===== src/rtl/bin2bcd_pkg.sv =====
// bin2bcd_pkg: state encodings, blank digit code and the power-of-ten helper for the overflow limit
package bin2bcd_pkg;
    localparam logic [1:0] ST_IDLE  = 2'd0;
    localparam logic [1:0] ST_SHIFT = 2'd1;
    localparam logic [1:0] ST_DONE  = 2'd2;
    localparam logic [3:0] BCD_BLANK = 4'hF;
    function automatic logic [63:0] pow10(input int n);
        logic [63:0] p;
        p = 64'd1;
        for (int i = 0; i < n; i++) p = p * 64'd10;
        return p;
    endfunction
endpackage


===== src/rtl/bcd_add3.sv =====
// bcd_add3: double-dabble digit correction, adds 3 when the digit is 5 or more
module bcd_add3 (
    input  logic [3:0] d,
    output logic [3:0] q
);
    assign q = (d >= 4'd5) ? d + 4'd3 : d;
endmodule


===== src/rtl/bin2bcd_seq.sv =====
// bin2bcd_seq: one-bit-per-cycle shift-add-3 binary to packed BCD converter
// BIN2BCD_BLANK_EN: write leading zero digits as BCD_BLANK
module bin2bcd_seq
    import bin2bcd_pkg::*;
#(
    parameter int DATA_W = 32,
    parameter int DIGITS = 8
) (
    input  logic                  clk,
    input  logic                  rst,
    input  logic [DATA_W-1:0]     in_data,
    input  logic                  in_valid,
    output logic                  in_ready,
    output logic [4*DIGITS-1:0]   bcd_out,
    output logic                  out_valid,
    output logic                  ovf
);
    localparam int CW = $clog2(DATA_W + 1);
    localparam logic [63:0] LIMIT = pow10(DIGITS);
    logic [1:0]          state;
    logic [CW-1:0]       cnt;
    logic [DATA_W-1:0]   shreg;
    logic [4*DIGITS-1:0] acc, acc_adj, result;
    logic                ovf_next;
    for (genvar g = 0; g < DIGITS; g++) begin : g_add3
        bcd_add3 u_add3 (.d(acc[4*g +: 4]), .q(acc_adj[4*g +: 4]));
    end
    assign in_ready = (state == ST_IDLE);
`ifdef BIN2BCD_BLANK_EN
    logic seen;
    // Digits above the highest non-zero one are blanked; digit 0 always shows
    always_comb begin
        seen = 1'b0;
        result = acc;
        for (int i = DIGITS - 1; i > 0; i--) begin
            seen = seen | (acc[4*i +: 4] != 4'h0);
            result[4*i +: 4] = seen ? acc[4*i +: 4] : BCD_BLANK;
        end
    end
`else
    assign result = acc;
`endif
    always_ff @(posedge clk) begin
        if (rst) begin
            state     <= ST_IDLE;
            cnt       <= '0;
            shreg     <= '0;
            acc       <= '0;
            ovf_next  <= 1'b0;
            bcd_out   <= '0;
            ovf       <= 1'b0;
            out_valid <= 1'b0;
        end else begin
            out_valid <= 1'b0;
            if (state == ST_IDLE) begin
                if (in_valid) begin
                    shreg    <= in_data;
                    acc      <= '0;
                    cnt      <= '0;
                    ovf_next <= 64'(in_data) >= LIMIT;
                    state    <= ST_SHIFT;
                end
            end else if (state == ST_SHIFT) begin
                // Carries out of the top digit fall off; overflow comes only from the compare
                {acc, shreg} <= {acc_adj, shreg} << 1;
                cnt <= cnt + CW'(1);
                if (cnt == CW'(DATA_W - 1)) state <= ST_DONE;
            end else if (state == ST_DONE) begin
                bcd_out   <= ovf_next ? {DIGITS{4'h9}} : result;
                ovf       <= ovf_next;
                out_valid <= 1'b1;
                state     <= ST_IDLE;
            end else begin
                state <= ST_IDLE;
            end
        end
    end
endmodule


===== config.mk =====
export PLATFORM = sky130hd
export DESIGN_NAME = bin2bcd_seq
export DESIGN_NICKNAME = d
export VERILOG_FILES = /design/src/rtl/bin2bcd_pkg.sv /design/src/rtl/bcd_add3.sv /design/src/rtl/bin2bcd_seq.sv
export SDC_FILE = /design/constraint.sdc
export NUM_CORES = 1
export LEC_CHECK = 0
export BUFFER_PORTS_ARGS = -buffer_cell sky130_fd_sc_hd__buf_2
export CORE_MARGIN = 5
export CORE_UTILIZATION = 35
export CTS_BUF_LIST = sky130_fd_sc_hd__clkbuf_16
export CTS_CLUSTER_SIZE = 20
export DETAILED_ROUTE_END_ITERATION = 10
export GPL_TIMING_DRIVEN = 0
export PLACE_DENSITY = 0.53
export SYNTH_ARGS = -nofsm -noshare
export SYNTH_HDL_FRONTEND = slang
export SYNTH_SLANG_ARGS = --single-unit

===== constraint.sdc =====
create_clock -name clk -period 2.1 [get_ports clk]
set_input_delay 0.315 -clock clk [delete_from_list [all_inputs] [get_ports clk]]
set_output_delay 0.315 -clock clk [all_outputs]
set_load 0.02 [all_outputs]

==> results.md <==
- Post-CTS sizing: 0
- Die area: 16320 um^2
- Critical path class: reg -> out
- R2r endpoint: bcd_out[20]
- Gr ovfl total: 0
- Sw frac: 25.68%
- Skew-Pair Late Insertion Delay: 0.36 ns
- Final Cycle Share: 91.14%
- Synth cell count leaders: dfxtp_1 (107), nand2_1 (61), nor2_1 (61)
- Clock share of power: 40.8%
- Leakage power: 0.002263 uW
- # Post-CTS Setup Buffers: 0
- Cell Area, Placed: 5423 um^2
- Hold Crit Class: in -> reg
- Post-synth EDFFs: 0
- Crit path capture: in_ready
- Die width: 127.7 um
- Register area share after synthesis: 44.15%
- CTS Hold Bufs: 0
- CTS root buf: clkbuf_16
- Initial core utilization: 35.37%
- Most common cell in the netlist: dfxtp_1
- Dominant synthesized flop cell: dfxtp_1
- First-pass GRT wire length: 22850 um
- TritonRoute pass-1 iters: 7
- Hold Fails Final Rpt: 0
- Wire per inst: 16.49 um
- GPL Wtd Cong: 0.8851
- Initial antenna violation count: 0
- Average cell area after synthesis: 8.294 um^2
- Net Switching: 1083 uW
- Critical path peak fanout: 10
- Flop pwr share: 50.4%
- Outcome: finished, final reports clean
- Vias: 4546
- # diodes: 0
- Comb pwr share: 8.8%
- Avg Vias per Cell: 5.348
- Overall Global Routing Usage: 17.54%
- I/O pins: 70
- Cell variety after synth: 38
- Htree depth: 3
- Setup TNS: 0 ns
- Internal power: 3135 uW
- Async set-reset flop share out of synthesis: 0%
- Synth Cell Area: 4852 um^2
- Synth area leaders: dfxtp_1 (44%), a311oi_1 (5.6%), a21oi_1 (5.0%)
- Final Slew Violations: 0
- Largest net degree at the start of global routing: 18
- Rows: 43
- Unrepaired setup endpoints after global routing: false
- Max-Cap Viols: 0
- Synth Instances: 585
- Number of DRC markers in iteration 0: 245
- Worst Tran Pin Value: 0.7160 ns
- Synth top area share: 44.15%
- Dominant cell type by area after synthesis: dfxtp_1
- VDD IR max: 0.0003200 V
- Worst rel slew slack: 52.27%
- Post-synthesis register bit count: 107
- Dpl hpwl: 9903 um
- Min Tclk post-route: 1.914 ns
- CTS tree: built
- Share of post-route cells with drive strength above 1: 15.82%
- Vias in the first global route: 4430
- Drt total wl: 14020 um
- Area Overhead vs Synth: 17.79%
- Core Area: 13720 um^2
- Arr. time, crit path: 1.60 ns
- Reg2Reg Launch Point: ovf_next
- Tot Pwr: 4218 uW
- Post-route DRC: 0
- Min Hold Slack: 0.2207 ns
- Post-route cell area: 5715 um^2
- Final Net Count: 717
- Final Setup Violations: 0
- Max Freq: 0.5225 GHz
- Max clock buf depth: 2
- CP Launch Point: state[1]
- Layout fillers: 1425
- Fin Clk Skew: 0.008035 ns
- Clock transition at path regs: 0.07 ns
- R2R Setup Slk: 0.22 ns
- Setup crit end kind: output pin
- Total CTS buffers: 9
- WP data required: 1.78 ns
- Synthesized Nets: 637
- Crit path launch type: flop
- Pwr dens: 737.9 nW/um^2
- Synth Warn #: 0
- Reg2reg path depth: 4
- IO Port Bufs: 69
- Die Ht: 127.7 um
- Total clock sinks: 107
- DRT antenna net count: 0
## logic make-up (layout without fill, tap and decap cells)
family                     count (synthesis)  in the layout  synth area share, %
and+or+nand+nor                          223            223                21.79
AOI/OAI and AO/OA                        151            151                19.57
adders and majority gates                 17             17                4.384
buffers and inverters                     62            147                5.312
xor gates and xnor gates                  15             15                2.708
DFF                                      107            107                44.15
muxes                                     10             10                2.089
## through the flow
stage / setup slack [ns] / std cells / utilization (%)
final: 0.1860 / 850 / 41.66
after floorplan: 0.7444 / 585 / -
after CTS: 0.1611 / 850 / 41.66
after detailed placement: 0.2413 / 834 / 39.53
after global routing: 0.05687 / 850 / 41.66
after global placement: 0.2188 / 834 / 39.53
## layout by cell type (no fill, tap or decap), types with 17 or more instances in the layout
master | synthesis | final
a21oi_1 | 48 | 48
a311oi_1 | 31 | 31
buf_2 | 17 | 86
clkbuf_1 | 26 | 26
dfxtp_1 | 107 | 107
ha_1 | 17 | 17
inv_1 | 18 | 18
nand2_1 | 61 | 61
nor2_1 | 61 | 61
nor3_1 | 42 | 42
o21ai_0 | 43 | 43
## critical path, stage by stage (launching register included)
cell and delay [ns]:
dfxtp_1 0.38, buf_4 0.20, nor2_2 0.20, buf_2 0.26, buf_2 0.20
## power groups by stage
| stage | clock [uW] | combinational (uW) | sequential, uW |
|---|---|---|---|
| floorplan | 0 | 234 | 2160 |
| global placement | 0 | 365 | 2170 |
| detailed placement | 0 | 372 | 2170 |
| CTS | 1760 | 373 | 2120 |
| global route | 1840 | 417 | 2130 |
| finish | 1720 | 372 | 2130 |
## area by class of cell
type                            count  area, um^2  area share, %
Clock inverter                      7       67.56          1.182
Buffer                             44       190.2          3.327
Multi-Input combinational cell    416        2452          42.91
Inverter                           18       67.56          1.182
Tap cell                          180       225.2          3.940
Timing Repair Buffer               69       345.3          6.042
Sequential cell                   107        2142          37.48
Clock buffer                        9       225.2          3.940
## metal layers
metal,track usage [%],part of all wire (%)
met3,4.250,6.2
met5,0,0
met4,6.367,1.7
met1,23.38,47
met2,27.63,45
## worst min path at each step
stage,endpoint,slack [ns],start,cells past startpoint
4_1_cts,shreg[4],0.21,in_data[4],3
3_5_place_dp,bcd_out[13],0.44,bcd_out[13],2
5_1_grt,shreg[2],0.23,in_data[2],3
2_1_floorplan,acc[29],0.45,acc[29],1
6_report,shreg[4],0.22,in_data[4],3
3_3_place_gp,bcd_out[13],0.44,bcd_out[13],2
## state kept, by name, summed over array words and instances, names as in the netlist
signal,cells
acc,32
bcd_out,32
shreg,32
cnt,6
state,2
out_valid,1
ovf,1
ovf_next,1
Note: power is estimated with default switching activity, not from simulation.
